File: src/rtl/plic_pkg.sv
`default_nettype none
// +------------------------------------------------------------------+
// | plic_pkg: shared constants and state types for the PLIC claimer. |
// | Rev 1.0                                                          |
// +------------------------------------------------------------------+
package plic_pkg;

  localparam logic [31:0] c_claimcomp_off = 32'h24;
  localparam int unsigned c_id_width_def  = 5;

  typedef enum logic [2:0] {
    ST_IDLE      = 3'd0,
    ST_RD_SETUP  = 3'd1,
    ST_RD_ACCESS = 3'd2,
    ST_DISPATCH  = 3'd3,
    ST_WAIT_CMP  = 3'd4,
    ST_WR_SETUP  = 3'd5,
    ST_WR_ACCESS = 3'd6
  } claim_state_t;

  typedef enum logic [1:0] {
    XF_IDLE   = 2'd0,
    XF_SETUP  = 2'd1,
    XF_ACCESS = 2'd2
  } xfer_state_t;

endpackage
`default_nettype wire

File: src/rtl/apb4_plic_claimer_if.sv
`default_nettype none
// +------------------------------------------------------------------+
// | apb4_plic_claimer_if: APB4 bus bundle with master/slave views.   |
// | Rev 1.0                                                          |
// +------------------------------------------------------------------+
interface apb4_plic_claimer_if;
  logic        psel;
  logic        penable;
  logic        pwrite;
  logic [31:0] paddr;
  logic [31:0] pwdata;
  logic [3:0]  pstrb;
  logic [2:0]  pprot;
  logic [31:0] prdata;
  logic        pready;
  logic        pslverr;

  modport master (
    output psel, penable, pwrite, paddr, pwdata, pstrb, pprot,
    input  prdata, pready, pslverr
  );

  modport slave (
    input  psel, penable, pwrite, paddr, pwdata, pstrb, pprot,
    output prdata, pready, pslverr
  );
endinterface
`default_nettype wire

File: src/rtl/apb4_mst_xfer.sv
`default_nettype none
// +------------------------------------------------------------------+
// | apb4_mst_xfer: single APB4 SETUP/ACCESS transfer engine.         |
// | Rev 1.0                                                          |
// +------------------------------------------------------------------+
module apb4_mst_xfer
  import plic_pkg::*;
(
  input  wire logic        pclk,
  input  wire logic        presetn,
  input  wire logic        i_req,
  input  wire logic [31:0] i_addr,
  input  wire logic        i_wr,
  input  wire logic [31:0] i_wdata,
  output logic             o_done,
  output logic [31:0]      o_rdata,
  output logic             o_err,
  apb4_plic_claimer_if.master apb
);

  xfer_state_t r_state;
  xfer_state_t w_next;
  logic [31:0] r_addr;
  logic [31:0] r_wdata;
  logic        r_wr;
  logic [3:0]  r_strb;

  // Request is sampled only when idle; the command stays frozen until the next request.
  always_ff @(posedge pclk or negedge presetn) begin
    if (!presetn) begin
      r_state <= XF_IDLE;
      r_addr  <= '0;
      r_wdata <= '0;
      r_wr    <= 1'b0;
      r_strb  <= '0;
    end else begin
      r_state <= w_next;
      if (r_state == XF_IDLE && i_req) begin
        r_addr  <= i_addr;
        r_wdata <= i_wr ? i_wdata : '0;
        r_wr    <= i_wr;
        r_strb  <= i_wr ? 4'hF : 4'h0;
      end
    end
  end

  always_comb begin
    w_next = r_state;
    o_done = 1'b0;
    case (r_state)
      XF_IDLE:   if (i_req) w_next = XF_SETUP;
      XF_SETUP:  w_next = XF_ACCESS;
      XF_ACCESS: begin
        if (apb.pready) begin
          o_done = 1'b1;
          w_next = XF_IDLE;
        end
      end
      default:   w_next = XF_IDLE;
    endcase
  end

  assign o_rdata     = apb.prdata;
  assign o_err       = o_done & apb.pslverr;

  assign apb.psel    = (r_state != XF_IDLE);
  assign apb.penable = (r_state == XF_ACCESS);
  assign apb.pwrite  = r_wr;
  assign apb.paddr   = r_addr;
  assign apb.pwdata  = r_wdata;
  assign apb.pstrb   = r_strb;
  assign apb.pprot   = 3'b000;

endmodule
`default_nettype wire

File: src/rtl/apb4_plic_claimer.sv
`default_nettype none
// +------------------------------------------------------------------+
// | apb4_plic_claimer: hart-side PLIC claim/complete APB4 initiator. |
// | Optional completion timeout: PLIC_CLAIMER_TIMEOUT_EN. Rev 1.0    |
// +------------------------------------------------------------------+
module apb4_plic_claimer
  import plic_pkg::*;
#(
  parameter logic [31:0] BASE_ADDR = 32'h0,
  parameter int unsigned ID_WIDTH  = c_id_width_def,
  parameter int unsigned CNT_WIDTH = 16,
  parameter int unsigned TO_CYCLES = 1024
) (
  input  wire logic                 pclk,
  input  wire logic                 presetn,
  input  wire logic                 en_i,
  input  wire logic                 ext_irq_i,
  apb4_plic_claimer_if.master       apb,
  output logic                      irq_valid_o,
  output logic [ID_WIDTH-1:0]       irq_id_o,
  input  wire logic                 irq_ready_i,
  input  wire logic                 cmp_valid_i,
  output logic                      cmp_ready_o,
  output logic                      busy_o,
  output logic                      err_o,
  output logic [CNT_WIDTH-1:0]      claim_cnt_o
);

  claim_state_t          r_state;
  claim_state_t          w_next;
  logic [ID_WIDTH-1:0]   r_id;
  logic [CNT_WIDTH-1:0]  r_cnt;
  logic                  r_err;

  logic                  w_req;
  logic                  w_wr;
  logic                  w_done;
  logic                  w_xerr;
  logic                  w_timeout;
  logic [31:0]           w_rdata;
  logic [ID_WIDTH-1:0]   w_rd_id;
  logic [31-ID_WIDTH:0]  w_unused_rdata;

  assign w_rd_id        = w_rdata[ID_WIDTH-1:0];
  assign w_unused_rdata = w_rdata[31:ID_WIDTH];

  apb4_mst_xfer u_xfer (
    .pclk    (pclk),
    .presetn (presetn),
    .i_req   (w_req),
    .i_addr  (BASE_ADDR + c_claimcomp_off),
    .i_wr    (w_wr),
    .i_wdata (32'(r_id)),
    .o_done  (w_done),
    .o_rdata (w_rdata),
    .o_err   (w_xerr),
    .apb     (apb)
  );

`ifdef PLIC_CLAIMER_TIMEOUT_EN
  localparam int unsigned c_to_w = (TO_CYCLES > 1) ? $clog2(TO_CYCLES) : 1;
  logic [c_to_w-1:0] r_to_cnt;

  // Restarts from zero on every state change, so each waiting state gets its own budget.
  always_ff @(posedge pclk or negedge presetn) begin
    if (!presetn) begin
      r_to_cnt <= '0;
    end else if (r_state != w_next) begin
      r_to_cnt <= '0;
    end else if (r_state == ST_DISPATCH || r_state == ST_WAIT_CMP) begin
      r_to_cnt <= r_to_cnt + c_to_w'(1);
    end
  end

  assign w_timeout = (r_state == ST_DISPATCH || r_state == ST_WAIT_CMP) &&
                     (r_to_cnt == c_to_w'(TO_CYCLES - 1));
`else
  localparam int unsigned c_unused_to = TO_CYCLES;
  assign w_timeout = 1'b0;
`endif

  always_ff @(posedge pclk or negedge presetn) begin
    if (!presetn) begin
      r_state <= ST_IDLE;
      r_id    <= '0;
      r_cnt   <= '0;
      r_err   <= 1'b0;
    end else begin
      r_state <= w_next;
      if ((w_done && w_xerr) || w_timeout) begin
        r_err <= 1'b1;
      end
      if (r_state == ST_RD_ACCESS && w_done && !w_xerr && w_rd_id != '0) begin
        r_id  <= w_rd_id;
        r_cnt <= r_cnt + CNT_WIDTH'(1);
      end
    end
  end

  always_comb begin
    w_next      = r_state;
    w_req       = 1'b0;
    w_wr        = 1'b0;
    irq_valid_o = 1'b0;
    cmp_ready_o = 1'b0;
    case (r_state)
      ST_IDLE: begin
        if (en_i && ext_irq_i) begin
          w_req  = 1'b1;
          w_next = ST_RD_SETUP;
        end
      end
      ST_RD_SETUP:  w_next = ST_RD_ACCESS;
      ST_RD_ACCESS: begin
        if (w_done) begin
          w_next = (w_xerr || w_rd_id == '0) ? ST_IDLE : ST_DISPATCH;
        end
      end
      ST_DISPATCH: begin
        // A timeout withdraws the offer in the same cycle so no late handshake slips through.
        if (w_timeout) begin
          w_req  = 1'b1;
          w_wr   = 1'b1;
          w_next = ST_WR_SETUP;
        end else begin
          irq_valid_o = 1'b1;
          if (irq_ready_i) w_next = ST_WAIT_CMP;
        end
      end
      ST_WAIT_CMP: begin
        cmp_ready_o = 1'b1;
        if (cmp_valid_i || w_timeout) begin
          w_req  = 1'b1;
          w_wr   = 1'b1;
          w_next = ST_WR_SETUP;
        end
      end
      ST_WR_SETUP:  w_next = ST_WR_ACCESS;
      ST_WR_ACCESS: if (w_done) w_next = ST_IDLE;
      default:      w_next = ST_IDLE;
    endcase
  end

  assign irq_id_o    = (r_state == ST_DISPATCH) ? r_id : '0;
  assign busy_o      = (r_state != ST_IDLE);
  assign err_o       = r_err;
  assign claim_cnt_o = r_cnt;

endmodule
`default_nettype wire
File: src/flat_wrapper.sv
// flat-port wrapper written by rule: the top's interface ports become plain ports
module apb4_plic_claimer_flat import plic_pkg::*;
#(
  parameter logic [31:0] BASE_ADDR = 32'h0,
  parameter int unsigned ID_WIDTH  = c_id_width_def,
  parameter int unsigned CNT_WIDTH = 16,
  parameter int unsigned TO_CYCLES = 1024
)
  (pclk, presetn, en_i, ext_irq_i, irq_valid_o, irq_id_o, irq_ready_i, cmp_valid_i, cmp_ready_o, busy_o, err_o, claim_cnt_o, apb_psel, apb_penable, apb_pwrite, apb_paddr, apb_pwdata, apb_pstrb, apb_pprot, apb_prdata, apb_pready, apb_pslverr);
  apb4_plic_claimer_if apb_i ();
  input  wire logic pclk;
  input  wire logic presetn;
  input  wire logic en_i;
  input  wire logic ext_irq_i;
  output logic irq_valid_o;
  output logic [ID_WIDTH-1:0] irq_id_o;
  input  wire logic irq_ready_i;
  input  wire logic cmp_valid_i;
  output logic cmp_ready_o;
  output logic busy_o;
  output logic err_o;
  output logic [CNT_WIDTH-1:0] claim_cnt_o;
  output wire logic [$bits(apb_i.psel)-1:0] apb_psel;
  output wire logic [$bits(apb_i.penable)-1:0] apb_penable;
  output wire logic [$bits(apb_i.pwrite)-1:0] apb_pwrite;
  output wire logic [$bits(apb_i.paddr)-1:0] apb_paddr;
  output wire logic [$bits(apb_i.pwdata)-1:0] apb_pwdata;
  output wire logic [$bits(apb_i.pstrb)-1:0] apb_pstrb;
  output wire logic [$bits(apb_i.pprot)-1:0] apb_pprot;
  input wire logic [$bits(apb_i.prdata)-1:0] apb_prdata;
  input wire logic [$bits(apb_i.pready)-1:0] apb_pready;
  input wire logic [$bits(apb_i.pslverr)-1:0] apb_pslverr;
  assign apb_psel = apb_i.psel;
  assign apb_penable = apb_i.penable;
  assign apb_pwrite = apb_i.pwrite;
  assign apb_paddr = apb_i.paddr;
  assign apb_pwdata = apb_i.pwdata;
  assign apb_pstrb = apb_i.pstrb;
  assign apb_pprot = apb_i.pprot;
  assign apb_i.prdata = apb_prdata;
  assign apb_i.pready = apb_pready;
  assign apb_i.pslverr = apb_pslverr;
  apb4_plic_claimer #(.BASE_ADDR(BASE_ADDR), .ID_WIDTH(ID_WIDTH), .CNT_WIDTH(CNT_WIDTH), .TO_CYCLES(TO_CYCLES)) u_core (.pclk(pclk), .presetn(presetn), .en_i(en_i), .ext_irq_i(ext_irq_i), .apb(apb_i), .irq_valid_o(irq_valid_o), .irq_id_o(irq_id_o), .irq_ready_i(irq_ready_i), .cmp_valid_i(cmp_valid_i), .cmp_ready_o(cmp_ready_o), .busy_o(busy_o), .err_o(err_o), .claim_cnt_o(claim_cnt_o));
endmodule
File: config.mk
export PLATFORM = sky130hd
export DESIGN_NAME = apb4_plic_claimer_flat
export DESIGN_NICKNAME = d
export VERILOG_FILES = /design/src/rtl/plic_pkg.sv /design/src/rtl/apb4_plic_claimer_if.sv /design/src/rtl/apb4_mst_xfer.sv /design/src/rtl/apb4_plic_claimer.sv /design/src/flat_wrapper.sv
export SDC_FILE = /design/constraint.sdc
export NUM_CORES = 1
export LEC_CHECK = 0
export ABC_AREA = 1
export CAP_MARGIN = 25
export CORE_MARGIN = 2
export CORE_UTILIZATION = 34
export DETAILED_ROUTE_END_ITERATION = 16
export PLACE_DENSITY = 0.78
export SLEW_MARGIN = 0
export SYNTH_ARGS = -nofsm -noshare
export SYNTH_HDL_FRONTEND = slang
export SYNTH_SLANG_ARGS = --single-unit
File: constraint.sdc
create_clock -name pclk -period 1.3 [get_ports pclk]
set_input_delay 0.26 -clock pclk [delete_from_list [all_inputs] [get_ports pclk]]
set_output_delay 0.26 -clock pclk [all_outputs]
set_load 0.02 [all_outputs]
======== Yosys cells after proc, flatten, opt, wreduce, memory -nomap -nowiden ========
Cells that the tools add are included.
storage, ports and cells
  register bits ........................... 65
  output and inout port bits .............. 99
  logic and storage cells ................. 63
cells by class
  $add $sub $neg .......................... 1
  equal/unequal tests ..................... 15
  multiplexer cells ....................... 21
  bitwise operators ....................... 1
  reduce and logical (&&, ||, !) cells .... 16
operator list
  cell                                                                   number
  3-bit case mux with 7 select lines                                     1
  16-bit by 1-bit adder with 16-bit output, second input constant        1
  3-bit 2-to-1 mux                                                       5
  5-bit 2-to-1 mux                                                       2
  2-bit != test, second input constant                                   5
  3-bit equality test, second input constant                             3
  1-bit 2-to-1 mux                                                       7
  3-bit by 2-bit equality test with 1-bit output, second input constant  2
  1-bit logical AND                                                      6
  2-bit 2-to-1 mux                                                       3
  2-bit case mux with 3 select lines                                     1
  5-bit logical NOT                                                      1
  5-bit AND reduction                                                    1
  5-bit nonzero test                                                     1
  4-bit 2-to-1 mux                                                       1
  2-bit by 1-bit != test with 1-bit output, second input constant        2
  3-bit by 1-bit equality test with 1-bit output, second input constant  1
  3-bit logical NOT                                                      1
  3-bit nonzero test                                                     1
  2-bit by 1-bit equality test with 1-bit output, second input constant  1
  2-bit equality test, second input constant                             1
  2-bit logical NOT                                                      1
  1-bit case mux with 2 select lines                                     1
  2-bit AND reduction                                                    1
  other kinds (4)                                                        4

======== Longest topological paths before layout ========
  depth in word-level cells ............... 7
  mapped depth ............................ 8
  depth with buffers taken out ............ 8

======== By module ========
From an unflattened synthesis, not the netlist that was laid out.
unflattened totals
  cell total of the unflattened synthesis .. 600
  area, all modules ....................... 4,653.2 um^2
by module, submodules not included
  module             instances  cells an instance  area each (um^2)  seq. area each (um^2)
  apb4_mst_xfer      1          404                3,225.6           1,676.6
  apb4_plic_claimer  1          196                1,427.6           625.6

======== Worst setup path after synthesis ========
No wires, ideal clock.
  path type ............................... register to register
  start point ............................. reg u_core.r_cnt[0] (netlist: u_core.claim_cnt_o[0])
  end point ............................... reg u_core.r_cnt[14] (netlist: u_core.claim_cnt_o[14])
  arrival ................................. 1,294 ps
  setup slack ............................. -111 ps
  stages on the path, launching flop included .. 9
  period minus slack after synthesis ...... 1,411 ps
  cells stage by stage .................... dfrtp_1 > ha_1 > nand3_1 > nor2_1 > nand3_1 > nand2_1 > nand2_1 > nand2_1 > nand2_1
on the way
  longest elaborated chain between the ends .. 1
ends and longest elaborated chain
  what                                      line                     RTL
  start: declaration                        apb4_plic_claimer.sv:32  logic [CNT_WIDTH-1:0] r_cnt;
  start signal: assignment                  apb4_plic_claimer.sv:95  r_cnt <= r_cnt + CNT_WIDTH'(1);
  16-bit by 1-bit adder with 16-bit output  apb4_plic_claimer.sv:95
No other way between the ends.
A chain may end at the register's enable or synchronous reset.

======== Final worst setup path ========
  start point ............................. reg u_core.r_state[1]
  end point ............................... out busy_o
on the way
  longest elaborated chain between the ends .. 1
ends and longest elaborated chain
  what                      line                      RTL
  start: declaration        apb4_plic_claimer.sv:29   claim_state_t r_state;
  start signal: assignment  apb4_plic_claimer.sv:89   r_state <= w_next;
  3-bit nonzero test        apb4_plic_claimer.sv:145  assign busy_o = (r_state != ST_IDLE);
  end: declaration          flat_wrapper.sv:20        output logic busy_o;
No other way between the ends.

==> results.sh <==
export IMPL_reg2reg_slack_ps=-170
export IMPL_fmax_mhz=663
export IMPL_grt_pass1_wl_um=8660
export IMPL_hold_path_class="input pin to asynchronous set/reset pin"
export IMPL_fp_dieH_um=85.6
export IMPL_pre_cts_slack_ps=-342
export IMPL_place_congestion=0.852
export IMPL_post_route_period_util=1.16
export IMPL_ios=139
export IMPL_synth_mux_area_fraction=0
export IMPL_io_buffers=51
export IMPL_diodes=0
export IMPL_crit_required_ps=1040
export IMPL_track_usage=0.146
export IMPL_swShare=0.405
export IMPL_vias=2057
export IMPL_violations="setup timing"
export IMPL_ys_seq_elements=34
export IMPL_power_switching_mw=2.23
export IMPL_outcome="finished with violations"
export IMPL_end_kind="primary output"
export IMPL_synth_top_family_by_area="buffers and inverters"
export IMPL_drc=0
export IMPL_power_frac_seq=0.278
export IMPL_root_buffer="clkbuf_8"
export IMPL_skew_ps=10.7
export IMPL_drv_cap=0
export IMPL_synth_warnings=0
export IMPL_synth_compound_area_share=0.0548
export IMPL_setup_ws_ps=-208
export IMPL_ctsHoldBuffers=0
export IMPL_cts_max_level=2
export IMPL_rsz0062_at_grt="yes"
export IMPL_path_max_fanout=3
export IMPL_drive_gt1_frac=0.314
export IMPL_finalCriticalPeriod_ps=1510
export IMPL_initial_core_util=0.354
export IMPL_place_area_um2=2950
export IMPL_first_pass_iters=4
export IMPL_hold_viol=0
export IMPL_die_area_um2=7320
export IMPL_first_iter_violations=126
export IMPL_avgSynthCellArea_um2=7.64
export IMPL_wl_um=5480
export IMPL_clk_insertion_delay_late_ps=290
export IMPL_nets=439
export IMPL_syn_to_final_growth_pct=47.5
export IMPL_final_setup_viol_count=42
export IMPL_cts_sinks=34
export IMPL_grt_pass1_vias=1920
export IMPL_gr_total_overflow=0
export IMPL_viasPerCell=4.33
export IMPL_power_mw=5.51
export IMPL_yosysTopAreaCell="dfrtp_1"
export IMPL_antenna_found_initial=0
export IMPL_cts_buffers=5
export IMPL_yosysSeqAreaShare=0.376
export IMPL_synth_cell_types=23
export IMPL_fp_coreArea_um2=6390
export IMPL_fp_row_count=29
export IMPL_synth_adder_area_share=0.00553
export IMPL_syn_area_um2=2260
export IMPL_p_int_mw=3.28
export IMPL_cp_start_kind="register"
export IMPL_synth_simple_area_share=0.260
export IMPL_synth_top_cells_by_area="dfrtp_1 38%, buf_4 22%, nand2_1 12%"
export IMPL_route_detailed_wl_per_inst_um=11.5
export IMPL_grt_max_degree=35
export IMPL_pwr_share_comb=0.543
export IMPL_path_clk_slew_ps=70
export IMPL_ant_nets=0
export IMPL_clk_path_buf_depth=2
export IMPL_path_class="register to primary output"
export IMPL_stdcell_area_um2=3340
export IMPL_cts_tree="built"
export IMPL_p_per_area_nw_per_um2=1650
export IMPL_ir_drop_mv=1.14
export IMPL_worstPathArrival_ps=1250
export IMPL_synth_top_cell_area_share=0.376
export IMPL_clkPwrFrac=0.179
export IMPL_finalSetupTns_ps=-4980
export IMPL_synthCells=296
export IMPL_final_cell_mix="71 x nand2_1, 60 x conb_1, 41 x buf_4"
export IMPL_die_width_um=85.6
export IMPL_synthXorXnorAreaFrac=0.0232
export IMPL_leakage_nw=1.68
export IMPL_hpwl_um=3910
export IMPL_mostFrequentLayoutCell="nand2_1"
export IMPL_finalMaxSlewViolations=0
metal layers:
layer | wire [um] | vias to the layer above | part of all wire | track usage
li1 | - | 997 | - | -
met1 | 2150 | 962 | 0.39 | 0.168
met2 | 2910 | 87 | 0.53 | 0.271
met3 | 343 | 11 | 0.063 | 0.0298
met4 | 77 | 0 | 0.014 | 0.0418
met5 | 0 | - | 0 | 0
power by group through the flow:
stage | clock, mW | combinational, mW | sequential, mW
floorplan | 0 | 1.28 | 1.69
global placement | 0 | 2.34 | 1.54
detailed placement | 0 | 2.41 | 1.55
CTS | 1.01 | 2.70 | 1.54
global route | 1.04 | 3.22 | 1.56
finish | 0.986 | 2.99 | 1.53
path summary, 6_finish.rpt:
kind,start,to,depth (start not counted)
max,u_core.r_state[1]$_DFFE_PN0P_,busy_o,5
min,presetn,u_core.r_state[0]$_DFFE_PN0P_,2
max reg2reg,u_core.r_state[2]$_DFFE_PN0P_,u_core.r_state[1]$_DFFE_PN0P_,9
min reg2reg,u_core.err_o$_DFFE_PN0P_,u_core.err_o$_DFFE_PN0P_,2
max in group asynchronous,presetn,u_core.claim_cnt_o[6]$_DFFE_PN0P_,2
min in group pclk,u_core.err_o$_DFFE_PN0P_,u_core.err_o$_DFFE_PN0P_,2
logic make-up after synthesis:
logic type / after synthesis
other cells: 1
flops: 34
buf+inv: 99
xor+xnor: 6
compound gates: 22
simple gates: 133
fa+ha+maj: 1
synthesized netlist by cell type:
| library cell | instances |
|---|---|
| nand2_1 | 75 |
| buf_4 | 67 |
| dfrtp_1 | 34 |
| inv_1 | 30 |
| nor2_1 | 27 |
| nand3_1 | 13 |
| o21ai_1 | 8 |
| o21ai_0 | 7 |
| xnor2_1 | 6 |
| o22ai_1 | 5 |
| nand3_2 | 4 |
| nand4_1 | 4 |
| nor2_2 | 3 |
| nand3b_1 | 2 |
| nor2_4 | 2 |
| or2_1 | 2 |
| a32oi_1 | 1 |
| buf_6 | 1 |
| conb_1 | 1 |
| ha_1 | 1 |
| inv_2 | 1 |
| nand2_2 | 1 |
| o21ai_2 | 1 |
timing repair:
action | in CTS | in global routing
gates resized for setup | 132 | 38
pin swaps | 7 | 9
cloned | 0 | 0
setup endpoints to repair | 69 | 56
buffers inserted | 7 | 4
cell type report:
| class | instances | area [um2] |
|---|---|---|
| inverters | 31 | 121 |
| fillers | 576 | 3050 |
| flip-flops and latches | 34 | 857 |
| multi-input cells | 222 | 1200 |
| clock buffers | 6 | 82.6 |
| well taps | 77 | 96.3 |
| clock inverters | 1 | 30.0 |
| repair buffers | 104 | 952 |
worst max-delay path, stage by stage (launching register included):
cell and delay, ps:
dfrtp_1 410, buf_6 130, buf_4 130, nor2_4 80
nand2_2 70, buf_6 130
per-stage QoR:
step / hold slack [ps] / util / instances
after CTS: 349 / 0.503 / 471
after global routing: 360 / 0.522 / 475
after global placement: 453 / 0.462 / 458
after detailed placement: 467 / 0.462 / 458
final: 334 / 0.522 / 475
after floorplan: -35.6 / - / 355
state kept, by name (all words and copies together), names as in the netlist:
| name | cells |
|---|---|
| u_core.r_id | 5 |
| u_core.err_o | 1 |
| u_core.u_xfer.r_state | 2 |
| u_core.u_xfer.apb.paddr | 1 |
| u_core.claim_cnt_o | 16 |
| u_core.r_state | 3 |
| u_core.u_xfer.apb.pwdata | 5 |
| u_core.u_xfer.apb.pstrb | 1 |
Power figures use the tool's default switching activity.
